$ cat src/rtl/mem_loader.sv
// Boot-time loader: streams 32-bit words into a byte-wide data memory, holding the CPU in reset.
// Optional MEM_LOADER_CHECKSUM_EN adds a running modulo-2^32 sum of written words.
module mem_loader #(
    parameter int unsigned DEPTH  = 32,
    parameter int unsigned ADDR_W = 8
) (
    input  logic              clk,
    input  logic              rst,
    input  logic              start,
    input  logic [ADDR_W-1:0] base_addr,
    input  logic              in_valid,
    input  logic [31:0]       in_data,
    input  logic              in_last,
    output logic              in_ready,
    output logic              mem_we,
    output logic [ADDR_W-1:0] mem_addr,
    output logic [7:0]        mem_wdata,
    output logic              cpu_rst,
    output logic              done,
    output logic              err,
    output logic [ADDR_W-2:0] word_count
`ifdef MEM_LOADER_CHECKSUM_EN
    ,
    output logic [31:0]       checksum
`endif
);

    typedef enum logic [1:0] {StIdle, StAccept, StWrite, StDone} state_e;

    state_e            state;
    logic [ADDR_W-1:0] base_q;
    logic [31:0]       word_q;
    logic              last_q;
    logic [1:0]        byte_idx;

    logic [31:0]       end_byte;
    logic [ADDR_W-1:0] word_addr;
    logic [1:0]        next_idx;

    // Overflow check is done 32 bits wide so a wrapped address can never look in range.
    always_comb begin
        end_byte  = 32'(base_q) + 32'({word_count, 2'b00}) + 32'd3;
        word_addr = base_q + ADDR_W'({word_count, 2'b00});
        next_idx  = byte_idx + 2'd1;
    end

    always_ff @(posedge clk) begin
        if (rst) begin
            state      <= StIdle;
            base_q     <= '0;
            word_q     <= '0;
            last_q     <= 1'b0;
            byte_idx   <= '0;
            in_ready   <= 1'b0;
            mem_we     <= 1'b0;
            mem_addr   <= '0;
            mem_wdata  <= '0;
            cpu_rst    <= 1'b1;
            done       <= 1'b0;
            err        <= 1'b0;
            word_count <= '0;
`ifdef MEM_LOADER_CHECKSUM_EN
            checksum   <= '0;
`endif
        end else begin
            unique case (state)
                StIdle, StDone: begin
                    if (start) begin
                        state      <= StAccept;
                        base_q     <= {base_addr[ADDR_W-1:2], 2'b00};
                        word_count <= '0;
                        err        <= 1'b0;
                        in_ready   <= 1'b1;
                        cpu_rst    <= 1'b1;
                        done       <= 1'b0;
`ifdef MEM_LOADER_CHECKSUM_EN
                        checksum   <= '0;
`endif
                    end
                end
                StAccept: begin
                    if (in_valid && in_ready) begin
                        in_ready <= 1'b0;
                        if (end_byte < DEPTH) begin
                            state     <= StWrite;
                            word_q    <= in_data;
                            last_q    <= in_last;
                            byte_idx  <= '0;
                            mem_we    <= 1'b1;
                            mem_addr  <= word_addr;
                            mem_wdata <= in_data[7:0];
                        end else begin
                            // Word is consumed and dropped; the load ends regardless of in_last.
                            state   <= StDone;
                            err     <= 1'b1;
                            done    <= 1'b1;
                            cpu_rst <= 1'b0;
                        end
                    end
                end
                StWrite: begin
                    if (byte_idx == 2'd3) begin
                        mem_we     <= 1'b0;
                        word_count <= word_count + 1'b1;
`ifdef MEM_LOADER_CHECKSUM_EN
                        checksum   <= checksum + word_q;
`endif
                        if (last_q) begin
                            state   <= StDone;
                            done    <= 1'b1;
                            cpu_rst <= 1'b0;
                        end else begin
                            state    <= StAccept;
                            in_ready <= 1'b1;
                        end
                    end else begin
                        byte_idx  <= next_idx;
                        mem_addr  <= mem_addr + 1'b1;
                        mem_wdata <= word_q[{next_idx, 3'b000} +: 8];
                    end
                end
                default: state <= StIdle;
            endcase
        end
    end

endmodule
$ cat config.mk
export PLATFORM = sky130hd
export DESIGN_NAME = mem_loader
export DESIGN_NICKNAME = d
export VERILOG_FILES = /design/src/rtl/mem_loader.sv
export SDC_FILE = /design/constraint.sdc
export NUM_CORES = 1
export LEC_CHECK = 0
export ABC_AREA = 1
export CAP_MARGIN = 20
export CORE_MARGIN = 3
export CORE_UTILIZATION = 63
export CTS_CLUSTER_DIAMETER = 150
export DETAILED_ROUTE_END_ITERATION = 8
export DONT_BUFFER_PORTS = 1
export GPL_TIMING_DRIVEN = 0
export PLACE_DENSITY = 0.77
export SLEW_MARGIN = 40
export SYNTH_ARGS = -nofsm -noshare
export SYNTH_HDL_FRONTEND = slang
export SYNTH_SLANG_ARGS = --single-unit
$ cat constraint.sdc
create_clock -name clk -period 2.57 [get_ports clk]
set_clock_uncertainty 0.15 [all_clocks]
set_input_delay 0.3855 -clock clk [delete_from_list [all_inputs] [get_ports clk]]
set_output_delay 0.3855 -clock clk [all_outputs]
set_load 0.05 [all_outputs]
# After elaboration in Yosys (flattened, before gate mapping)
# Index checks and enable logic that the tools add are counted.
dict set report totals {
  register_bits 71
  latchBits 0
  ramBits 0
  romBits 0
  inputBits 45
  out_inout_bits 28
  elab_cells 90
  mem_count 0
}
dict set report classes {
  addsub 6
  multipliers 0
  div 0
  order_cmp 1
  eq_ne 12
  n_shift 1
  n_mux 42
  n_bitwise 0
  n_reduce_logical 15
}
# cell n
set ops {}
lappend ops {{2-to-1 mux 8 bit} 6}
lappend ops {{case mux 8 bit (2 select lines)} 2}
lappend ops {{indexed part select 32 x 6 -> 8 bit} 1}
lappend ops {{2-to-1 mux 1 bit} 17}
lappend ops {{inequality test 2 bit, second input constant} 8}
lappend ops {{AND reduction 4 bit} 4}
lappend ops {{2-to-1 mux 2 bit} 7}
lappend ops {{2-to-1 mux 7 bit} 2}
lappend ops {{case mux 7 bit (2 select lines)} 1}
lappend ops {{adder 10 x 2 -> 11 bit, second input constant} 1}
lappend ops {{less-than comparator 11 x 6 -> 1 bit, second input constant} 1}
lappend ops {{adder 8 x 9 -> 10 bit} 1}
lappend ops {{case mux 1 bit (3 select lines)} 3}
lappend ops {{AND reduction 3 bit} 3}
lappend ops {{adder 8 x 1 -> 8 bit, second input constant} 1}
lappend ops {{adder 8 bit} 1}
lappend ops {{adder 7 x 1 -> 7 bit, second input constant} 1}
lappend ops {{== test 2 bit, second input constant} 3}
lappend ops {{case mux 2 bit (3 select lines)} 1}
lappend ops {{nonzero test 2 bit} 3}
lappend ops {{AND reduction 5 bit} 1}
lappend ops {{case mux 1 bit (2 select lines)} 2}
lappend ops {{case mux 2 bit (2 select lines)} 1}
lappend ops {{adder 2 x 1 -> 2 bit, second input constant} 1}
lappend ops {{other kinds (5)} 5}

# Logic depth before layout (Yosys ltp)
# Gate-level depths: netlist of the first run.
dict set report depth {
  ltp_word 6
  depth_mapped 17
}

# Worst setup path before layout of the first run
# Ideal clock, no wire load.
dict set report synth_path {
  path_type {reg-to-reg}
  start {register word_count[0]}
  end {register word_q[10]}
  setup_ps 113
  arrival_time_ps 2469
  t_required_ps 2307
  path_slack_ps -162
  path_stages_with_launch 16
  path_buffers 2
  synth_period_minus_slack_ps 2732
  cell_sequence {dfxtp_1 ha_1 inv_1 fa_1 inv_1 nand2_1 nand2_1 nand2_1 nand2_1 nand3_1 nor2_2 nand4_1 buf_4 buf_2 nor2_1 nor2_1}
}
dict set report synth_between {
  elab_chain_len 4
}
# item line
set synth_rtl {}
lappend synth_rtl {{from (decl)} 21} ;# output logic [ADDR_W-2:0] word_count
lappend synth_rtl {{from (signal assigned)} 104} ;# word_count <= word_count + 1'b1;
lappend synth_rtl {{adder 8 x 9 -> 10 bit} 42} ;# end_byte = 32'(base_q) + 32'({word_count, 2'b00}) + 32'd3;
lappend synth_rtl {{adder 10 x 2 -> 11 bit} 42}
lappend synth_rtl {{less-than comparator 11 x 6 -> 1 bit} 84} ;# if (end_byte < DEPTH) begin
lappend synth_rtl {{AND reduction 3 bit (no source line)} --}
lappend synth_rtl {{to (signal assigned)} 86} ;# word_q <= in_data;
lappend synth_rtl {{to (decl)} 32} ;# logic [31:0] word_q;
# No other way between the ends.
# A chain may end at the register's enable or synchronous reset.

# Worst setup path in the final report of the first run
dict set report layout_path {
  start {register word_count[0]}
  end {register word_q[6]}
}
# Same word-level chain as after synthesis.

==> metrics.yaml, run 1 <==
status:
  status: "finished, violations left"
  violations: "negative hold slack, negative setup slack"
route:
  first_pass_iters: 4
  first_iter_violations: 205
  wl_mm: 10.0
  vias_per_cell: 5.42
  vias: 3783
  wl_per_cell_um: 14.4
  detail-route-antenna-nets: 0
  post-route-drc-count: 0
synthesis:
  synth_seq_cells: 71
  yosysMostFrequentCell: "nand2_1"
  synthCells: 597
  synth-async-reset-ratio_pct: 0
  synth_top_area_share_pct: 37.4
  synth_edf_count: 0
  ys_seq_area_share_pct: 37.4
  synth_common_cells: "165 x nand2_1, 121 x nor2_1, 75 x inv_1"
  synth_warnings: 0
  netlist_area_um2: 3800
  yosys.cell_types.count: 36
  synthTopCellsByArea: "dfxtp_1 37%, nand2_1 16%, nor2_1 12%"
  syn_avg_cell_area_um2: 6.36
  synth_ff_type: "dfxtp_1"
  syn_nets: 655
  yosys.area.top_type: "dfxtp_1"
global_routing:
  overflow: 0
  gr-usage-met1_pct: 31.5
  antenna_found_initial: 0
  grt_max_degree: 13
  grt_usage_pct: 28.6
  gr-usage-met3_pct: 6.32
  grt_pass1_vias: 3570
  grt-busiest-layer: "met2"
  grt_pass1_wl_mm: 16.1
  grt_use_met2_pct: 49.6
critical_path:
  slowest_delay_ns: 0.49
  cp_common_cell: "nand2_2"
  path_class: "reg -> reg"
  r2r_start: "word_count[0]$_SDFFE_PP0P_"
  arrival_ns: 2.67
  cpMaxStageDelayCell: "dfxtp_4"
  start_kind: "register"
  critPathLaunch: "word_count[0]$_SDFFE_PP0P_"
  cp_cell_sequence: "ha_4 -> inv_2 -> fa_2 -> inv_2 -> nand2_2 -> nand2_2 -> nand2_2 -> nand2_2 -> nand3_2 -> nor2_4 -> nand4_1 -> buf_6 -> buf_6 -> nor2_1 -> nor2_1"
  endpoint_kind: "register"
  crit_fanout: 10
  cp.required_ns: 2.67
floorplanning:
  start_util_pct: 66.9
  rows: 27
  die_w_um: 83.6
  core_um2: 5680
  dieArea_um2: 6990
  io-pin-count: 73
  die_h_um: 83.6
clocking:
  clk_pin_slew_ns: 0.08
  cts-root-buf: "clkbuf_8"
  tritoncts: "built"
  numCtsBuffers: 9
  cts_sinks: 71
  htreeDepth: 3
  insertion_delay_ns: 0.35
  clk_path_buf_depth: 2
timing:
  grt_setup_unrepaired: "true"
  relSlewSlack_pct: 58.1
  min_period_ns: 2.57
  period_share_pct: 100
  finalSetupTns_ns: -0.00767
  setup_viol: 4
  holdWs_ns: -0.00465
  maxSlewViolCount: 0
  clock.fmax_ghz: 0.389
  worst_slack_ns: -0.00387
  final-hold-violation-count: 2
  worst_slew_pin_slew_ns: 0.627
power:
  powerDensity_nw_per_um2: 1080
  leakagePower_nw: 2.10
  vdd.ir_drop.worst_mv: 0.643
cells_and_area:
  fin_util_pct: 77.4
  nets: 680
  diodes: 0
  layout-drive-gt1-share_pct: 16.0
  area_growth_pct: 15.7
job:
  maxCapViolCount: 0
placement:
  port_buffers: 0
  dp_hpwl_mm: 7.09
  place_congestion: 0.917
min_path:
  hold_path.class: "in -> reg"
  min_from: "in_data[26]"
-- kinds of logic after synthesis --
group / share of synthesized area, %
AOI/OAI and AO/OA: 11.4
buffers and inverters: 10.8
and+or+nand+nor: 35.4
DFF: 37.4
adders and majority gates: 4.48
xor gates and xnor gates: 0.461
-- final timing paths --
kind / to / slack [ns] / cells past startpoint
hold reg to reg: base_q[6]$_SDFFE_PP0P_ / 0.35 / 2
setup / recovery: word_q[6]$_SDFFE_PP0P_ / -0.004 / 15
hold / removal: word_q[26]$_SDFFE_PP0P_ / -0.005 / 2
setup reg to reg: word_q[6]$_SDFFE_PP0P_ / -0.004 / 15
-- placed cells by master, fill, tap and decap left out, types with 2 or more instances in the layout --
cell,count
buf_1,2
dfxtp_1,65
clkbuf_8,10
or2_2,2
nor2_4,2
inv_1,73
nand4_1,4
o21ai_0,27
buf_6,15
o221ai_1,4
o211ai_1,4
nand2_2,23
o22ai_1,4
dfxtp_2,4
clkbuf_1,12
ha_1,11
a211oi_1,2
a21oi_1,32
buf_4,8
clkinvlp_4,2
nand3_1,27
nor2_2,19
nor2_1,102
nand3b_1,4
dfxtp_4,2
inv_2,3
nand3_2,2
nand2_1,144
-- layout make-up --
cell class / instances / area [um^2]
Multi-Input combinational cell: 424 / 2090
Sequential cell: 71 / 1430
Fill cell: 466 / 1280
Inverter: 77 / 289
Buffer: 25 / 170
Clock buffer: 10 / 138
Timing Repair Buffer: 14 / 126
Tap cell: 72 / 90.1
Clock inverter: 5 / 58.8
-- worst max-delay path, delay by kind of cell (launching register included) --
kind,cells,cell delay (ns)
adder cells (fa/ha/maj),2,0.54
buffers and inverters,4,0.48
flip-flops,1,0.49
AND/OR/NAND/NOR,9,0.81
-- sequential cells by signal, indices dropped and copies added (netlist names) --
register,count
mem_we,1
base_q,6
done,1
in_ready,1
cpu_rst,1
last_q,1
mem_addr,8
mem_wdata,8
err,1
state,2
word_q,32
word_count,7
byte_idx,2
-- layer usage --
metal | share of wire [%] | wire [um] | up-vias
li1 | - | - | 1914
met1 | 38 | 3800 | 1674
met2 | 50 | 5040 | 163
met3 | 8.4 | 845 | 32
met4 | 3.5 | 349 | 0
met5 | 0 | 0 | -
-- power by group --
group	internal (mW)	total [mW]	switching (mW)
logic	0.645	1.70	1.05
registers	1.37	2.16	0.792
clock network	0.469	0.904	0.435
-- metrics by stage --
stage | cells | cell area (um^2) | power (mW) | setup slack, ns
3_3_place_gp | 669 | 3890 | 3.65 | -0.344
4_1_cts | 695 | 4220 | 4.65 | 0.00984
3_5_place_dp | 669 | 3890 | 3.70 | -0.336
6_report | 698 | 4400 | 4.76 | -0.00387
2_1_floorplan | 597 | 3800 | 3.33 | 0.0510
5_1_grt | 698 | 4400 | 5.06 | -0.195
-- repair_timing --
| action | in CTS | in global routing |
|---|---|---|
| hold endpoints to repair | 4 | 0 |
| gates cloned | 2 | 1 |
| endpoints found under the setup margin | 55 | 54 |
| pin swaps | 7 | 15 |
| setup buffers | 8 | 2 |
| resized for setup | 21 | 58 |
| hold buffers | 1 | 0 |
Note: power is estimated with default switching activity, not from simulation.
==> run 2, diff against run 1 <==
CORE_UTILIZATION = 45   (was 63)
PLACE_DENSITY = 0.6   (was 0.77)
clock period = 2.1 ns   (was 2.57 ns; I/O delays follow)
==> run 2 against run 1 <==
Compared with the run above: utilization decreased by 13 points; via count increased by 3.5%; count of clock-buffer cells in the layout increased by 2; critical endpoint is now mem_addr[6]$_SDFFE_PP0P_; clock power increased by 39%; the flow finishes with violations (negative setup slack); sequential power increased by 23%; sequential share of layout area decreased by 4.5 points.
==> metrics.yaml, run 2 (same netlist as run 1, synthesis figures left out) <==
cells_and_area:
  diodes: 0  # unchanged
  regArea_um2: 1440  # +0.17%
  fin_util_pct: 64.1  # -13 points
  layout_common_cells: "144 x nand2_1, 102 x nor2_1, 70 x inv_1, 63 x dfxtp_1, 40 x dlygate4sd3_1"
  finalInstanceArea_um2: 5110  # +16%
  nets: 733  # +7.8%
  multiInputGateArea_um2: 2200  # +5.3%
  regMostFlops: "word_q"
  area_growth_pct: 34.5
  nFillCells: 742  # +59%
  final_common_cell: "nand2_1"
  layout-drive-gt1-share_pct: 20.4  # +4.5 points
  largestRegisters: "word_q: 32 flops, mem_addr: 8 flops, mem_wdata: 8 flops"
  largest_reg_flops: 32  # unchanged
critical_path:
  reg2reg_depth: 19  # +4
  cp.required_ns: 2.21  # -0.46 ns
  critPathCapture: "mem_addr[6]$_SDFFE_PP0P_"
  endpoint_kind: "register"
  critPathLaunch: "word_count[0]$_SDFFE_PP0P_"
  start_kind: "register"
  arrival_ns: 2.64  # -0.03 ns
  r2r_end: "mem_addr[6]$_SDFFE_PP0P_"
  crit_fanout: 6  # -4
  r2r_start: "word_count[0]$_SDFFE_PP0P_"
  path_class: "reg -> reg"
  ff2ff_setup_slack_ns: -0.44  # -0.43 ns
clocking:
  cts-root-buf: "clkbuf_8"
  tritoncts: "built"
  clk_pin_slew_ns: 0.08  # about the same
  clk_path_buf_depth: 2  # unchanged
  numCtsBuffers: 9  # unchanged
  insertion_delay_ns: 0.36  # about the same
  cts_sinks: 71  # unchanged
  htreeDepth: 3  # unchanged
min_path:
  hold_path.class: "in -> reg"
route:
  detail-route-antenna-nets: 0  # unchanged
  first_iter_violations: 98  # -52%
  first_pass_iters: 5  # +1
  vias: 3914  # +3.5%
  wl_mm: 11.1  # +10%
  post-route-drc-count: 0  # unchanged
  vias_per_cell: 5.01  # -7.7%
  wl_per_cell_um: 14.2  # -1.5%
global_routing:
  grt_pass1_vias: 3851  # +7.9%
  grt_usage_pct: 23.3  # -5.3 points
  grt_pass1_wl_mm: 18.1  # +12%
  overflow: 0  # unchanged
  grt_max_degree: 13  # unchanged
  antenna_found_initial: 0  # unchanged
power:
  vdd.ir_drop.worst_mv: 0.439  # -32%
  powerDensity_nw_per_um2: 1230  # +13%
  leakagePower_nw: 2.38  # +13%
  clockPowerShare_pct: 20.0  # +1.0 points
  switching_share_pct: 47.0  # -0.85 points
  power_frac_seq_pct: 42.3  # -3.0 points
  cellInternalPower_mw: 3.32  # +34%
  p_comb_share_pct: 37.6  # +1.9 points
  power_switching_mw: 2.95  # +29%
timing:
  maxSlewViolCount: 0  # unchanged
  period_share_pct: 121  # +21 points
  clock.fmax_ghz: 0.394  # +1.5%
  relSlewSlack_pct: 57.5  # -0.64 points
  min_period_ns: 2.54  # -0.0369 ns
  grt_setup_unrepaired: "true"
  worst_slack_ns: -0.437  # -0.433 ns
  worst_slew_pin_slew_ns: 0.637  # +0.00952 ns
  final-hold-violation-count: 0  # -2
  setup_viol: 56  # +52
floorplanning:
  die_w_um: 97.9  # +17%
  core_um2: 7970  # +40%
  die_h_um: 97.9  # +17%
  rows: 32  # +19%
  io-pin-count: 73  # unchanged
  dieArea_um2: 9580  # +37%
  start_util_pct: 47.7  # -19 points
status:
  status: "finished, violations left"
  violations: "negative setup slack"
placement:
  postPlaceCellArea_um2: 4030  # +3.7%
  dp_hpwl_mm: 7.49  # +5.6%
  place_congestion: 0.955  # +4.2%
  port_buffers: 0  # unchanged
job:
  maxCapViolCount: 0  # unchanged
run 2: through the flow:
stage                     power, mW  setup WS, ns  TNS (ns)  hold slack, ns  std cells
after detailed placement       4.67        -0.447    -22.26           0.239        699
after global routing           6.71        -0.591    -29.83          0.0658        782
final                          6.27        -0.437    -20.58          0.0124        782
after global placement         4.62        -0.440    -22.10           0.236        699
after floorplan                4.18        -0.150     -6.95           0.234        597
after CTS                      6.12        -0.460    -22.90          0.0106        773
run 2: metal layers:
metal	vias to the layer above	GRT usage [%]	routed length [um]
met5	-	0	0
met1	1769	26.6	4570
li1	2021	-	-
met3	34	4.86	534
met2	90	40.7	5560
met4	0	12.1	403
run 2: power groups by stage:
stage	Clock (mW)	Combinational, mW	Sequential, mW
floorplan	0	1.59	2.59
global placement	0	1.95	2.68
detailed placement	0	1.98	2.68
CTS	1.27	2.21	2.65
global route	1.33	2.68	2.70
finish	1.26	2.36	2.66
run 2: timing repair:
item,4_1_cts,5_1_grt
pin swaps,10,21
hold buffers,39,1
cloned,1,1
buffers inserted,18,7
hold endpoints to repair,42,4
setup endpoints to repair,62,63
gates resized for setup,25,53
run 2: how the worst min path moves through the flow:
stage / from / end / slack, ns / cells past startpoint
floorplan: rst / word_count[1]$_SDFFE_PP0P_ / 0.23 / 1
global placement: rst / word_count[1]$_SDFFE_PP0P_ / 0.24 / 1
detailed placement: rst / done$_SDFFE_PP0P_ / 0.24 / 1
CTS: base_addr[3] / base_q[3]$_SDFFE_PP0P_ / 0.01 / 2
global route: base_addr[3] / base_q[3]$_SDFFE_PP0P_ / 0.07 / 2
finish: base_addr[3] / base_q[3]$_SDFFE_PP0P_ / 0.01 / 2
run 2: layout make-up:
| type | count | share of cell area [%] |
|---|---|---|
| multi-input combinational | 424 | 43.1 |
| sequential | 71 | 28.1 |
| timing repair buffer | 67 | 12.4 |
| inverter | 77 | 5.76 |
| buffer | 25 | 3.72 |
| clock buffer | 12 | 3.45 |
| tap | 102 | 2.50 |
| clock inverter | 4 | 0.980 |
run 2: worst max-delay path, stage by stage (launching register included):
cell	delay (ns)
dfxtp_4	0.49
ha_4	0.19
inv_2	0.04
fa_2	0.34
inv_2	0.08
nand2_2	0.05
nand2_2	0.07
nand2_2	0.05
nand2_2	0.07
buf_4	0.10
buf_4	0.09
buf_4	0.09
buf_4	0.09
buf_4	0.10
buf_4	0.10
nand3_2	0.06
nand2_2	0.09
nand3_2	0.06
nand2_1	0.07
nor2_1	0.05
==> run 3, diff against run 2 <==
--- a/config.mk
+++ b/config.mk
@@ -15,2 +15,3 @@
 export GPL_TIMING_DRIVEN = 0
+export HOLD_SLACK_MARGIN = 0.15
 export PLACE_DENSITY = 0.6
==> constraint.sdc (replaced) <==
create_clock -name clk -period 2.1 [get_ports clk]
set_clock_uncertainty 0.15 [all_clocks]
set_input_delay 0.63 -clock clk [delete_from_list [all_inputs] [get_ports clk]]
set_output_delay 0.63 -clock clk [all_outputs]
set_load 0.05 [all_outputs]
==> run 3 against run 2 <==
Compared with the run above: the run still ends with negative setup slack left; final cell count is 5.4% lower; routed wire length is 5.2% lower; via count is 5.5% lower; first-iteration DRC count is 10% lower.
==> metrics.yaml, run 3 (same netlist as run 1, synthesis figures left out) <==
timing:
  setup_viol: 56  # unchanged
  final-hold-violation-count: 0  # unchanged
  grt_setup_unrepaired: "true"
  worst_slew_pin_slew_ns: 0.627  # -0.00963 ns
  clock.fmax_ghz: 0.391  # -0.86%
  relSlewSlack_pct: 58.1  # +0.64 points
  maxSlewViolCount: 0  # unchanged
  min_period_ns: 2.56  # +0.0221 ns
  period_share_pct: 122  # +1.1 points
  holdWs_ns: 0.184  # +0.171 ns
  worst_slack_ns: -0.459  # -0.0221 ns
cells_and_area:
  layout_common_cells: "145 x nand2_1, 106 x nor2_1, 71 x inv_1, 65 x dfxtp_1, 29 x a21oi_1"
  fin_util_pct: 58.1  # -6.0 points
  largest_reg_flops: 32  # unchanged
  regMostFlops: "word_q"
  diodes: 0  # unchanged
  largestRegisters: "word_q: 32 flops, mem_addr: 8 flops, mem_wdata: 8 flops"
  final_common_cell: "nand2_1"
  layout-drive-gt1-share_pct: 20.1  # -0.38 points
  nFillCells: 802  # +8.1%
  nets: 691  # -5.7%
  area_growth_pct: 21.9
  stdcell_count: 740  # -5.4%
critical_path:
  path_class: "reg -> reg"
  r2r_start: "word_count[0]$_SDFFE_PP0P_"
  start_kind: "register"
  critPathCapture: "mem_addr[6]$_SDFFE_PP0P_"
  crit_fanout: 6  # unchanged
  reg2reg_depth: 19  # unchanged
  cp.required_ns: 2.20  # about the same
  endpoint_kind: "register"
  arrival_ns: 2.66  # +0.02 ns
  critPathLaunch: "word_count[0]$_SDFFE_PP0P_"
  r2r_end: "mem_addr[6]$_SDFFE_PP0P_"
  ff2ff_setup_slack_ns: -0.46  # -0.02 ns
clocking:
  clk_path_buf_depth: 2  # unchanged
  cts-root-buf: "clkbuf_8"
  holdBufCountCts: 0  # -100%
  htreeDepth: 3  # unchanged
  cts_sinks: 71  # unchanged
  numCtsBuffers: 9  # unchanged
  clk_pin_slew_ns: 0.08  # about the same
  tritoncts: "built"
  insertion_delay_ns: 0.36  # about the same
global_routing:
  grt_max_degree: 13  # unchanged
  overflow: 0  # unchanged
  grt_pass1_vias: 3596  # -6.6%
  grt_usage_pct: 22.3  # -0.97 points
  antenna_found_initial: 0  # unchanged
  grt_pass1_wl_mm: 17.3  # -4.5%
route:
  wl_mm: 10.5  # -5.2%
  vias_per_cell: 5.00  # -0.10%
  detail-route-antenna-nets: 0  # unchanged
  first_pass_iters: 4  # -1
  vias: 3700  # -5.5%
  wl_per_cell_um: 14.2  # +0.14%
  post-route-drc-count: 0  # unchanged
  first_iter_violations: 88  # -10%
floorplanning:
  die_w_um: 97.9  # unchanged
  start_util_pct: 47.7  # unchanged
  core_um2: 7970  # unchanged
  io-pin-count: 73  # unchanged
  dieArea_um2: 9580  # unchanged
  die_h_um: 97.9  # unchanged
  rows: 32  # unchanged
placement:
  dp_hpwl_mm: 7.49  # unchanged
  port_buffers: 0  # unchanged
  place_congestion: 0.955  # unchanged
  dp_slack_ns: -0.447  # unchanged
  placedCellCount: 699  # unchanged
status:
  status: "finished, violations left"
  violations: "negative setup slack"
power:
  powerDensity_nw_per_um2: 1320  # +7.8%
  leakagePower_nw: 2.19  # -7.6%
  vdd.ir_drop.worst_mv: 0.437  # -0.46%
  fin_total_pwr_mw: 6.13  # -2.3%
min_path:
  hold_path.class: "in -> reg"
  hold_depth: 1  # -1
job:
  maxCapViolCount: 0  # unchanged
## run 3: changes by cell type in the layout (fill, tap and decap cells not counted), moves of 2 or more
cell	before	now
inv_4	2	0
nor2_1	102	106
buf_8	5	3
nor2_2	18	14
dfxtp_1	63	65
dlygate4sd3_1	40	0
dfxtp_2	6	4
buf_6	8	10
## run 3: power breakdown
group	switching (mW)	internal, mW
sequential	0.973	1.67
combinational	1.36	0.880
clock	0.560	0.684
total	2.89	3.24
## run 3: repair_timing
| action | CTS | global route |
|---|---|---|
| resized for setup | 25 | 39 |
| endpoints found under the setup margin | 62 | 63 |
| pin swaps | 10 | 14 |
| setup buffers | 18 | 6 |
| cloned | 1 | 0 |
## run 3: how the worst min path moves through the flow
stage | end | start
final | done$_SDFFE_PP0P_ | rst
after CTS | done$_SDFFE_PP0P_ | rst
after global placement | byte_idx[1]$_SDFFE_PP0P_ | byte_idx[1]$_SDFFE_PP0P_
after global routing | done$_SDFFE_PP0P_ | rst
after detailed placement | base_q[7]$_SDFFE_PP0P_ | base_q[7]$_SDFFE_PP0P_
after floorplan | byte_idx[1]$_SDFFE_PP0P_ | byte_idx[1]$_SDFFE_PP0P_
## run 3: area by class of cell
type	instances	area, um^2	area share [%]
multi-input cells	424	2170	46.9
flip-flops and latches	71	1430	31.0
inverters	77	289	6.24
repair buffers	25	199	4.30
plain buffers	25	184	3.97
clock buffers	12	176	3.81
well taps	102	128	2.76
clock inverters	4	50.0	1.08
## run 3: per-stage QoR
step	area, um^2	setup TNS, ns
global route	4630	-29.63
CTS	4480	-22.90
floorplan	3910	-6.95
detailed placement	4030	-22.26
finish	4630	-20.25
global placement	4030	-22.10
## run 3: critical path, cell delays in order, from the launching register on
cell,delay (ns)
dfxtp_4,0.50
ha_4,0.19
inv_2,0.04
fa_2,0.34
inv_2,0.08
nand2_2,0.05
nand2_2,0.07
nand2_2,0.05
nand2_2,0.07
buf_4,0.10
buf_4,0.09
buf_4,0.09
buf_4,0.09
buf_4,0.10
buf_4,0.09
nand3_2,0.06
nand2_2,0.10
nand3_2,0.06
nand2_1,0.07
nor2_1,0.05
## run 3: routing by layer
metal / part of all wire, % / vias to the layer above / global-route usage (%)
li1: - / 1927 / -
met1: 42 / 1660 / 25.7
met2: 49 / 82 / 37.8
met3: 5.2 / 31 / 5.57
met4: 3.6 / 0 / 12.1
met5: 0 / - / 0
